`config.mk`:
```
export PLATFORM = sky130hd
export DESIGN_NAME = dma_controller
export DESIGN_NICKNAME = d
export VERILOG_FILES = /design/src/rtl/dma_controller.sv
export SDC_FILE = /design/constraint.sdc
export NUM_CORES = 1
export LEC_CHECK = 0
export CORE_UTILIZATION = 55
export DETAILED_ROUTE_END_ITERATION = 8
export PLACE_DENSITY_LB_ADDON = 0.2
export SYNTH_ARGS = -nofsm -noshare
export SYNTH_HDL_FRONTEND = slang
export SYNTH_SLANG_ARGS = --single-unit
```
`constraint.sdc`:
```
create_clock -name clk -period 4.3 [get_ports clk]
set_input_delay 0.43 -clock clk [delete_from_list [all_inputs] [get_ports clk]]
set_output_delay 0.43 -clock clk [all_outputs]
set_load 0.005 [all_outputs]
```
`src/rtl/dma_controller.sv`:
```
// Block DMA engine: buffers 4*NUM_BLOCKS device words, then on a CPU command
// requests the bus and writes them out as 4-word blocks, yielding on grant loss.
module dma_controller #(
    parameter int WORD_SIZE    = 16,
    parameter int NUM_BLOCKS   = 3,
    parameter int WRITE_CYCLES = 4
) (
    input  logic                   clk,
    input  logic                   reset,
    input  logic                   dev_valid,
    input  logic [WORD_SIZE-1:0]   dev_data,
    output logic                   dev_ready,
    output logic                   dma_start_int,
    input  logic                   cmd,
    input  logic [WORD_SIZE-1:0]   cmd_address,
    output logic                   BR,
    input  logic                   BG,
    output logic                   d_writeM,
    output logic [WORD_SIZE-1:0]   d_address,
    output logic [4*WORD_SIZE-1:0] d_data,
    output logic                   dma_end_int,
    output logic [2:0]             dbg_state
);

    localparam int DEPTH  = 4 * NUM_BLOCKS;
    localparam int WCNT_W = $clog2(DEPTH);
    localparam int BLK_W  = (NUM_BLOCKS > 1) ? $clog2(NUM_BLOCKS) : 1;
    localparam int CYC_W  = (WRITE_CYCLES > 1) ? $clog2(WRITE_CYCLES) : 1;
    localparam logic [WCNT_W-1:0] WCNT_LAST = WCNT_W'(DEPTH - 1);
    localparam logic [BLK_W-1:0]  BLK_LAST  = BLK_W'(NUM_BLOCKS - 1);
    localparam logic [CYC_W-1:0]  CYC_LAST  = CYC_W'(WRITE_CYCLES - 1);

    typedef enum logic [2:0] {
        S_FILL, S_INT, S_WAIT_CMD, S_REQ, S_WRITE, S_DONE, S_END
    } state_t;

    state_t                 state_q, state_d;
    logic [WCNT_W-1:0]      wcnt_q, wcnt_d;
    logic [BLK_W-1:0]       blk_q, blk_d;
    logic [CYC_W-1:0]       cyc_q, cyc_d;
    logic [WORD_SIZE-1:0]   base_q, base_d;
    logic                   dev_ready_q, dev_ready_d;
    logic                   start_int_q, start_int_d;
    logic                   br_q, br_d;
    logic                   wr_q, wr_d;
    logic [WORD_SIZE-1:0]   addr_q, addr_d;
    logic [4*WORD_SIZE-1:0] data_q, data_d;
    logic                   end_int_q, end_int_d;
    logic                   mem_we;
    logic [WORD_SIZE-1:0]   mem_q [DEPTH];

    // Device handshake: a word transfers on a rising edge where dev_valid and
    // dev_ready are both high; dev_ready is registered and only high in FILL.
    always_comb begin
        state_d = state_q;
        wcnt_d  = wcnt_q;
        blk_d   = blk_q;
        cyc_d   = cyc_q;
        base_d  = base_q;
        mem_we  = 1'b0;
        unique case (state_q)
            S_FILL: begin
                if (dev_valid && dev_ready_q) begin
                    mem_we = 1'b1;
                    if (wcnt_q == WCNT_LAST) begin
                        state_d = S_INT;
                    end else begin
                        wcnt_d = wcnt_q + 1'b1;
                    end
                end
            end
            S_INT: state_d = S_WAIT_CMD;
            S_WAIT_CMD: begin
                if (cmd) begin
                    base_d  = cmd_address;
                    blk_d   = '0;
                    state_d = S_REQ;
                end
            end
            S_REQ: begin
                if (BG) begin
                    cyc_d   = '0;
                    state_d = S_WRITE;
                end
            end
            S_WRITE: begin
                // Losing the grant abandons the block; it restarts from cyc 0.
                if (!BG) begin
                    cyc_d   = '0;
                    state_d = S_REQ;
                end else if (cyc_q == CYC_LAST) begin
                    cyc_d = '0;
                    if (blk_q == BLK_LAST) begin
                        state_d = S_DONE;
                    end else begin
                        blk_d = blk_q + 1'b1;
                    end
                end else begin
                    cyc_d = cyc_q + 1'b1;
                end
            end
            S_DONE: begin
                if (!BG) begin
                    state_d = S_END;
                end
            end
            S_END: begin
                wcnt_d  = '0;
                state_d = S_FILL;
            end
            default: state_d = S_FILL;
        endcase

        // Outputs are registered, so they are decoded from the next state.
        dev_ready_d = (state_d == S_FILL);
        start_int_d = (state_d == S_INT);
        br_d        = (state_d == S_REQ) || (state_d == S_WRITE);
        wr_d        = (state_d == S_WRITE);
        end_int_d   = (state_d == S_END);
        addr_d      = '0;
        data_d      = '0;
        if (state_d == S_WRITE) begin
            addr_d = base_d + (WORD_SIZE'(blk_d) << 2);
            for (int i = 0; i < 4; i++) begin
                data_d[i*WORD_SIZE +: WORD_SIZE] =
                    mem_q[WCNT_W'({blk_d, 2'b00}) + WCNT_W'(i)];
            end
        end
    end

    always_ff @(posedge clk) begin
        if (reset) begin
            state_q     <= S_FILL;
            wcnt_q      <= '0;
            blk_q       <= '0;
            cyc_q       <= '0;
            base_q      <= '0;
            dev_ready_q <= 1'b0;
            start_int_q <= 1'b0;
            br_q        <= 1'b0;
            wr_q        <= 1'b0;
            addr_q      <= '0;
            data_q      <= '0;
            end_int_q   <= 1'b0;
        end else begin
            state_q     <= state_d;
            wcnt_q      <= wcnt_d;
            blk_q       <= blk_d;
            cyc_q       <= cyc_d;
            base_q      <= base_d;
            dev_ready_q <= dev_ready_d;
            start_int_q <= start_int_d;
            br_q        <= br_d;
            wr_q        <= wr_d;
            addr_q      <= addr_d;
            data_q      <= data_d;
            end_int_q   <= end_int_d;
        end
    end

    // Buffer storage is not reset; only words accepted in FILL are written.
    always_ff @(posedge clk) begin
        if (mem_we && !reset) begin
            mem_q[wcnt_q] <= dev_data;
        end
    end

    // d_data is driven as zero outside writes; the enclosing level tristates it with d_writeM.
    assign dev_ready     = dev_ready_q;
    assign dma_start_int = start_int_q;
    assign BR            = br_q;
    assign d_writeM      = wr_q;
    assign d_address     = addr_q;
    assign d_data        = data_q;
    assign dma_end_int   = end_int_q;
    assign dbg_state     = state_q;

endmodule

```
==> impl_results.md, run 1 <==
* Post-synthesis register bit count at 304
* Yosys top cell area share at 0.536
* Tcrit/Tclk final at 0.702
* Worst path bufs/invs at 2
* Setup TNS at 0 ns
* Layout net count at 995
* Fin. Hold Viols at 0
* Final antenna-violating net count at 0
* Vias in the first global route at 6605
* Register area share after synthesis at 0.744
* Most frequent cell after synthesis: edfxtp_1
* Worst VDD drop at 311 µV
* Leading area contributor after synthesis: edfxtp_1
* Initial antenna violation count at 0
* Synth Warn # at 0
* Placer Congestion at 0.816
* Post-layout util at 0.697
* Levels on crit path at 10
* Clock Path Buffers at 3
* Slowest cell delay on critical path at 0.73 ns
* Main combinational cell family by area after synthesis: simple AND/OR/NAND/NOR gates
* Synth Area in Compound Gates at 0.0947
* Ys flop type: edfxtp_1
* Die X-Extent at 142 µm
* Min cycle time layout at 3.02 ns
* Worst hold path class: reg2reg
* Slew Limit Fails at 0
* Worst Path Required at 4.76 ns
* Congestion Overflow GR at 0
* Worst Path Arrival at 3.48 ns
* CTS buffer count at 29
* Final HPWL DP at 12900 µm
* Power density over the cells at 421 nW/µm²
* RSZ-0062 raised after global routing: no
* R2r setup slk at 1.28 ns
* Final Skew at 0.00946 ns
* Vias/cell at 5.50
* Slew @ Worst Pin at 0.811 ns
* Via count at 6772
* Mapped Cells at 823
* Antenna Cells at 0
* Port bufs at 124
* Die footprint at 20100 µm²
* Max Freq at 331 MHz
* Gr usage total at 0.230
* Hold path startpoint: base_q[3]
* Clock Sinks at 304
* Cell Area, Synth at 10800 µm²
* Leakage power at 4.47 nW
* Top cell family by delay on the critical path: simple AND/OR/NAND/NOR gates
* 1st-iter DRT viols at 510
* Post-synthesis adder-cell area fraction at 0.0123
* Row count at 50
* First-pass GRT wire length at 35100 µm
* Share of layout cells above drive strength 1 at 0.0731
* Worst r2r dst: d_address[14]
* # setup viols final at 0
* CORE AREA at 19000 µm²
* Setup CP Type: reg2reg
* Mux share of post-synthesis cell area at 0.0192
* CP Capture Type: flip-flop
* Pin count of the biggest net entering global routing at 130
* Post-synthesis xor/xnor area fraction at 0.00570
* H-tree Lvls at 1
* Drt pass-1 iters at 5
* Startpoint types: flip-flop
* Largest cells by area after synthesis: edfxtp_1 (54%), dfxtp_1 (21%), nand2_1 (5.2%)
* Clock slew at reported path FFs at 0.06 ns
* Max Cap Violations at 0
* Initial Utilization at 0.568
* Simple-gate share of the synthesized area at 0.100
* Layout area overhead at 22.8%
* Hold Path Stages at 2
* Skew-Pair Late Insertion Delay at 0.54 ns
* Ys async rst share at 0
* Root buffer cell: clkbuf_16
* Post-synth EDFFs at 192
* Die height at 142 µm
* Post-CTS setup buffer count at 0
* Post-Route WL at 22800 µm
* # IOs at 125
* WL per Instance at 18.5 µm
* Worst r2r src: dbg_state[1]
* Critical path peak fanout at 15
* CP max-delay cell: nor4bb_4
* Commonest cells in the netlist: edfxtp_1 (192), nand2_1 (150), dfxtp_1 (112)
* CTS tree: done
* CTS Hold Bufs at 0
* Synth Net Count at 870
* Worst hold endpoint: base_q[3]
* Status: complete, no violations
* Post-CTS sizing at 0
* Syn_area_per_cell at 13.1 µm²
* R2R cell count at 10
* Post-synth cell types at 49
* DRC viols at 0
* Rel. slew slack at 0.459
* Worst-path cell chain: nor4bb_4, nor2_1, mux2i_4, inv_2, ha_1, fa_1, inv_1, nor4_4, a21o_1, a21oi_1
## flip-flops by register name, indices dropped and copies added, names as in the netlist
signal,cells
blk_q,2
base_q,16
dma_end_int,1
dma_start_int,1
dev_ready,1
dbg_state,3
d_address,16
wcnt_q,4
cyc_q,2
d_writeM,1
mem_q,192
BR,1
d_data,64
## kinds of logic after synthesis
kind of cell               count (synthesis)
DFF                                      304
and+or+nand+nor                          246
AOI/OAI and AO/OA                        175
buffers and inverters                     61
muxes                                     20
adders and majority gates                 10
xor gates and xnor gates                   7
## metrics by stage
stage                     cell area [µm²]  worst slack [ns]  hold slack (ns)  power (mW)  cells
final                               13200              1.28            0.472        5.57   1231
after global routing                13200              1.07            0.507        5.72   1231
after CTS                           13200              1.28            0.468        5.60   1231
after global placement              12300              1.17            0.452        3.28   1177
after floorplan                     10800              1.67            0.444        3.20    823
after detailed placement            12300              1.06            0.458        3.29   1177
## worst max-delay path by stage
stage / to / from / slack (ns)
after floorplan: mem_q[3][0] / dbg_state[1] / 1.67
final: d_address[14] / dbg_state[1] / 1.28
after global routing: d_address[14] / dbg_state[1] / 1.07
after CTS: d_address[14] / dbg_state[1] / 1.28
after detailed placement: d_address[14] / BG / 1.06
after global placement: d_address[10] / BG / 1.17
## area by class of cell
type                    instances  area [µm²]
flip-flops and latches        304        8010
fillers                      1334        5740
multi-input cells             458        2560
repair buffers                142        1390
clock buffers                  40         807
well taps                     260         325
clock inverters                14        82.6
inverters                      13        48.8
## worst reg2reg max path: stages, from the launching register on
cell,delay (ns)
dfxtp_1,0.59
nor4bb_4,0.73
nor2_1,0.15
mux2i_4,0.18
inv_2,0.05
ha_1,0.23
fa_1,0.39
inv_1,0.19
nor4_4,0.10
a21o_1,0.19
a21oi_1,0.13
## where the power goes
group	leakage, nW	total (mW)	internal (mW)	switching, mW
Clock	0.425	2.34	1.31	1.03
Sequential	2.63	3.12	3.11	0.00604
Combinational	1.41	0.110	0.0417	0.0684
## layout by cell type, fill, tap and decap left out, drive strengths merged, types with 2 or more instances in the layout
cell type and instances:
nor2 40, nor3 16, a31oi 65, a211oi 3
o31a 2, nor2b 3, o21ai 71, a21oi 17
clkinv 10, ha 9, nand2b 5, nand4 5
buf 18, inv 14, mux2i 18, clkinvlp 3
nor4 2, dfxtp 112, or3 2, clkdlybuf4s50 124
nand3 14, and2 3, o31ai 2, edfxtp 192
mux2 2, clkbuf 40, nand2 150, xnor2 6
a21o 5
## layer usage
metal | vias up | GRT usage | share of wire
met5 | - | 0 | 0
met4 | 0 | 0.0764 | 0.027
met3 | 38 | 0.0324 | 0.055
met2 | 227 | 0.387 | 0.48
met1 | 3280 | 0.311 | 0.44
li1 | 3227 | - | -
(Power assumes the default switching activity.)
==> run 2: changes to the inputs <==
clock period = 3.14 ns   (was 4.3 ns; I/O delays follow)
==> impl_results.md, run 2 (synthesis results as in run 1) <==
* Status: complete, no violations
* Antenna Cells at 0 (unchanged)
* Worst hold endpoint: base_q[3]
* CTS buffer count at 29 (unchanged)
* Worst-path cell chain: and2b_1, nand3_1, mux2i_4, inv_2, ha_1, fa_1, inv_1, nor4_4, nand3_1, a21oi_1
* Critical path peak fanout at 7 (-8)
* Most flops, register: mem_q
* Setup CP Type: reg2reg
* RSZ-0062 raised after global routing: no
* Worst Path Arrival at 3.10 ns (-0.38 ns)
* Final antenna-violating net count at 0 (unchanged)
* Root buffer cell: clkbuf_16
* Congestion Overflow GR at 0 (unchanged)
* Worst r2r dst: d_address[10]
* Power density over the cells at 600 nW/µm² (+42%)
* Tcrit/Tclk final at 0.839 (+0.138)
* Final instance area at 13400 µm² (+1.7%)
* Worst hold path class: in2reg
* 1st-iter DRT viols at 448 (-12%)
* Worst VDD drop at 419 µV (+35%)
* Layout area overhead at 24.9%
* Setup TNS at 0 ns (unchanged)
* First-pass GRT wire length at 35200 µm (+0.28%)
* Gr usage total at 0.230 (-0.000347)
* Final Skew at 0.00959 ns (+0.000129 ns)
* Post-Route WL at 22300 µm (-2.2%)
* Initial Utilization at 0.568 (unchanged)
* Top cell by count, worst path: nand3_1
* Worst hold margin at 0.405 ns (-0.0672 ns)
* Clock Path Buffers at 3 (unchanged)
* Via count at 6813 (+0.61%)
* Max Cap Violations at 0 (unchanged)
* Vias in the first global route at 6751 (+2.2%)
* Slowest cell delay on critical path at 0.48 ns (-0.25 ns)
* Worst r2r src: dbg_state[2]
* Port bufs at 124 (unchanged)
* CP max-delay cell: dfxtp_1
* Placer Congestion at 0.860 (+5.5%)
* Met2 Routed Length at 10700 µm (-1.9%)
* Max Freq at 379 MHz (+14%)
* Final Non-Filler Cells at 1241 (+0.81%)
* CTS Hold Bufs at 0 (unchanged)
* H-tree Lvls at 1 (unchanged)
* Highest metal used: met4
* Clock Sinks at 304 (unchanged)
* # IOs at 125 (unchanged)
* Min cycle time layout at 2.64 ns (-0.382 ns)
* Slew Limit Fails at 0 (unchanged)
* Hold path startpoint: cmd_address[3]
* Cell Area, Placed at 12400 µm² (+0.71%)
* Placed instance count at 1187 (+0.85%)
* Layout net count at 1005 (+1.0%)
* Fillers at 1281 (-4.0%)
* Row count at 50 (unchanged)
* Clock slew at reported path FFs at 0.07 ns (about the same)
* Post-CTS setup buffer count at 0 (unchanged)
* # setup viols final at 0 (unchanged)
* Drt pass-1 iters at 5 (unchanged)
* Leakage power at 4.60 nW (+3.0%)
* Die height at 142 µm (unchanged)
* Post-CTS sizing at 0 (unchanged)
* Die footprint at 20100 µm² (unchanged)
* Met3 wire length at 1170 µm (-6.7%)
* Vias/cell at 5.49 (-0.21%)
* Most frequent cells in the layout: edfxtp_1 (192), nand2_1 (150), clkdlybuf4s50_1 (124), dfxtp_1 (112), o21ai_0 (70)
* Max FFs per register at 192 (unchanged)
* Most common cell after layout, fill and taps aside: edfxtp_1
* Final HPWL DP at 12700 µm (-0.99%)
* CTS tree: done
* Fin. Hold Viols at 0 (unchanged)
* Worst Path Required at 3.61 ns (-1.15 ns)
* R2r setup slk at 0.50 ns (-0.78 ns)
* Die X-Extent at 142 µm (unchanged)
* Hold Path Stages at 3 (+1)
* WL per Instance at 18.0 µm (-3.0%)
* Skew-Pair Late Insertion Delay at 0.54 ns (about the same)
* Slew @ Worst Pin at 0.782 ns (-0.0292 ns)
* Post-layout util at 0.709 (+0.0118)
* Startpoint types: flip-flop
* CORE AREA at 19000 µm² (unchanged)
* Met1 WL at 9670 µm (-3.2%)
* DRC viols at 0 (unchanged)
* Critical path startpoint: dbg_state[2]
* Share of layout cells above drive strength 1 at 0.0907 (+0.0176)
* Rel. slew slack at 0.479 (+0.0195)
* Pin count of the biggest net entering global routing at 130 (unchanged)
* CP Capture Type: flip-flop
* Initial antenna violation count at 0 (unchanged)
* R2R cell count at 10 (unchanged)
-- run 2: cell types whose count changed in the layout (fill, tap and decap cells not counted), sizes merged --
cell	previous run	this run
bufinv	0	5
clkinvlp	3	1
clkinv	10	7
buf	18	28
-- run 2: area by class of cell --
class | instances | area [µm²] | area share
sequential | 304 | 8010 | 0.596
tap | 260 | 325 | 0.0242
timing repair buffer | 152 | 1480 | 0.110
clock inverter | 14 | 199 | 0.0148
multi-input combinational | 458 | 2560 | 0.190
clock buffer | 40 | 827 | 0.0615
inverter | 13 | 48.8 | 0.00363
-- run 2: metrics by stage --
step	setup slack [ns]	power, mW
after floorplan	0.511	4.39
after global placement	0.267	4.50
after detailed placement	0.213	4.50
after CTS	0.496	8.12
after global routing	0.254	8.28
final	0.505	8.07
-- run 2: critical path: cells and delay by family (launching register included) --
kind	cells	cell delay, ns
compound gates	1	0.14
fa+ha+maj	2	0.43
simple gates	4	1.06
mux	1	0.27
buf+inv	2	0.17
flops	1	0.48
-- run 2: worst max path at each step --
stage                               end  slack (ns)  cells past startpoint
after floorplan             mem_q[3][0]        0.51                      6
after global placement    d_address[10]        0.27                     11
after detailed placement  d_address[12]        0.21                     11
after CTS                 d_address[10]        0.50                     10
after global routing      d_address[12]        0.25                     10
final                     d_address[10]        0.50                     10
-- run 2: report_power, final --
part           total [mW]  internal, mW  switching [mW]
Sequential           4.27          4.26         0.00816
Combinational       0.150        0.0581          0.0923
Clock                3.65          2.25            1.40
Total                8.07          6.56            1.50
-- run 2: per-layer routing --
layer  up-vias  track usage
li1       3250            -
met1      3323        0.306
met2       203        0.384
met3        37       0.0321
met4         0       0.0922
met5         -            0
==> run 3: changes to the inputs <==
CORE_UTILIZATION = 50   (was 55)
clock period = 2.3 ns   (was 3.14 ns; I/O delays follow)
==> impl_results.md, run 3 (synthesis results as in run 1) <==
* Status: complete, no violations
* Congestion Overflow GR at 0 (unchanged)
* Final Non-Filler Cells at 1284 (+3.5%)
* Sw Pwr at 2.12 mW (+41%)
* # IOs at 125 (unchanged)
* Die height at 149 µm (+4.8%)
* Most frequent cells in the layout: edfxtp_1 (192), nand2_1 (149), clkdlybuf4s50_1 (124), dfxtp_1 (109), o21ai_0 (70)
* Clock slew at reported path FFs at 0.07 ns (about the same)
* Placed instance count at 1228 (+3.5%)
* Final HPWL DP at 13900 µm (+9.4%)
* Slew Limit Fails at 0 (unchanged)
* Gr usage total at 0.217 (-0.0128)
* Worst hold path class: in2reg
* Slowest cell delay on critical path at 0.37 ns (-0.11 ns)
* Cell Area, Placed at 12800 µm² (+3.3%)
* # setup viols final at 0 (unchanged)
* First-pass GRT wire length at 36600 µm (+4.1%)
* Setup TNS at 0 ns (unchanged)
* Leakage power at 4.78 nW (+3.9%)
* Final antenna-violating net count at 0 (unchanged)
* Die X-Extent at 149 µm (+4.8%)
* Tcrit/Tclk final at 0.954 (+0.115)
* 1st-iter DRT viols at 508 (+13%)
* Power density over the cells at 804 nW/µm² (+34%)
* Part of the power in registers at 0.519 (-0.010)
* H-tree Lvls at 1 (unchanged)
* Final instance area at 14000 µm² (+3.8%)
* Worst-path cell chain: nor4bb_4, buf_6, nand2_1, nand2_2, ha_4, fa_2, inv_2, nor4_4, nand3_1, a21oi_2
* Clock Sinks at 304 (unchanged)
* Fin. Hold Viols at 0 (unchanged)
* Slew @ Worst Pin at 0.792 ns (+0.0105 ns)
* CP max-delay cell: dfxtp_4
* Layout area overhead at 29.7%
* Clock Path Buffers at 3 (unchanged)
* CP Capture Type: flip-flop
* Post-layout util at 0.662 (-0.0473)
* Port bufs at 124 (unchanged)
* Critical path peak fanout at 7 (unchanged)
* WL per Instance at 18.2 µm (+1.3%)
* Pint at 9.10 mW (+39%)
* Setup CP Type: reg2reg
* Post-Route WL at 23400 µm (+4.8%)
* CTS tree: done
* Fillers at 1527 (+19%)
* Startpoint types: flip-flop
* CTS buffer count at 29 (unchanged)
* Worst path bufs/invs at 2 (unchanged)
* Initial antenna violation count at 0 (unchanged)
* Total power at 11.2 mW (+39%)
* Switch share at 0.189 (+0.00245)
* Worst VDD drop at 566 µV (+35%)
* Max FFs per register at 192 (unchanged)
* Via count at 6856 (+0.63%)
* Most flops, register: mem_q
* Vias/cell at 5.34 (-2.7%)
* Worst Path Required at 2.78 ns (-0.83 ns)
* Pin count of the biggest net entering global routing at 85 (-35%)
* Max Cap Violations at 0 (unchanged)
* Layout net count at 1033 (+2.8%)
* Most common cell after layout, fill and taps aside: edfxtp_1
* Drt pass-1 iters at 5 (unchanged)
* Antenna Cells at 0 (unchanged)
* Comb power frac at 0.019 (about the same)
* Die footprint at 22100 µm² (+9.9%)
* Skew-Pair Late Insertion Delay at 0.55 ns (about the same)
* Worst Path Arrival at 2.67 ns (-0.43 ns)
* Initial Utilization at 0.510 (-0.0574)
* CTS Hold Bufs at 0 (unchanged)
* Share of layout cells above drive strength 1 at 0.135 (+0.0441)
* Rel. slew slack at 0.470 (-0.00863)
* Min cycle time layout at 2.19 ns (-0.442 ns)
* Final Skew at 0.00835 ns (-0.00124 ns)
* Root buffer cell: clkbuf_16
* Clk pwr share at 0.462 (+0.010)
* Vias in the first global route at 6814 (+0.93%)
* CORE AREA at 21100 µm² (+11%)
* Placer Congestion at 0.849 (-1.3%)
* Row count at 53 (+6.0%)
* Top cell family by delay on the critical path: simple AND/OR/NAND/NOR gates
* DRC viols at 0 (unchanged)
* Max Freq at 456 MHz (+20%)
run 3: cell count changes in the layout (fill, tap and decap cells not counted), moves of 2 or more:
cell      previous run  this run
clkbuf_8             6         4
dfxtp_1            112       109
ha_4                 0         2
buf_4               26        40
a21oi_2              0         2
ha_1                 9         6
nor2_2               0         2
nor2_1              40        38
inv_1               12        10
dfxtp_4              0         2
a21oi_1             17        15
buf_12               2        15
run 3: final timing paths:
check                      start             to  slack [ns]  depth (start not counted)
setup / recovery    dbg_state[0]  d_address[14]        0.11                         10
hold / removal    cmd_address[2]      base_q[2]        0.30                          3
setup reg to reg    dbg_state[0]  d_address[14]        0.11                         10
hold reg to reg        base_q[1]      base_q[1]        0.50                          2
run 3: power by group through the flow:
stage / Sequential, mW / Combinational (mW) / Clock (mW)
after floorplan: 5.94 / 0.0501 / 0
after global placement: 5.94 / 0.213 / 0
after detailed placement: 5.94 / 0.217 / 0
after CTS: 5.82 / 0.219 / 5.26
after global routing: 5.82 / 0.235 / 5.49
final: 5.82 / 0.219 / 5.18
run 3: final cells by class:
class | instances | area [µm²] | share of cell area
repair buffers | 180 | 1850 | 0.133
clock buffers | 38 | 821 | 0.0588
inverters | 13 | 51.3 | 0.00368
multi-input cells | 458 | 2620 | 0.188
flip-flops and latches | 304 | 8020 | 0.574
clock inverters | 16 | 250 | 0.0179
well taps | 275 | 344 | 0.0247
run 3: what timing repair did:
action / CTS / global route
cloned: 0 / 0
endpoints found under the setup margin: 1 / 22
pin swaps: 0 / 7
setup buffers: 0 / 4
resized for setup: 1 / 11
run 3: stage by stage:
step,hold slack [ns],worst slack (ns)
after global placement,0.462,-0.242
after detailed placement,0.472,-0.293
final,0.301,0.106
after floorplan,0.329,-0.0352
after CTS,0.263,0.0470
after global routing,0.331,-0.0244
run 3: worst reg2reg max path, cell delays in order (launching register included):
cell      delay [ns]
dfxtp_4         0.37
nor4bb_4        0.34
buf_6           0.16
nand2_1         0.08
nand2_2         0.08
ha_4            0.13
fa_2            0.21
inv_2           0.05
nor4_4          0.38
nand3_1         0.17
a21oi_2         0.16
run 3: per-layer routing:
| metal | GRT usage | vias to the layer above | share of wire |
|---|---|---|---|
| li1 | - | 3304 | - |
| met1 | 0.293 | 3318 | 0.43 |
| met2 | 0.363 | 211 | 0.49 |
| met3 | 0.0368 | 23 | 0.063 |
| met4 | 0.0593 | 0 | 0.016 |
| met5 | 0 | - | 0 |
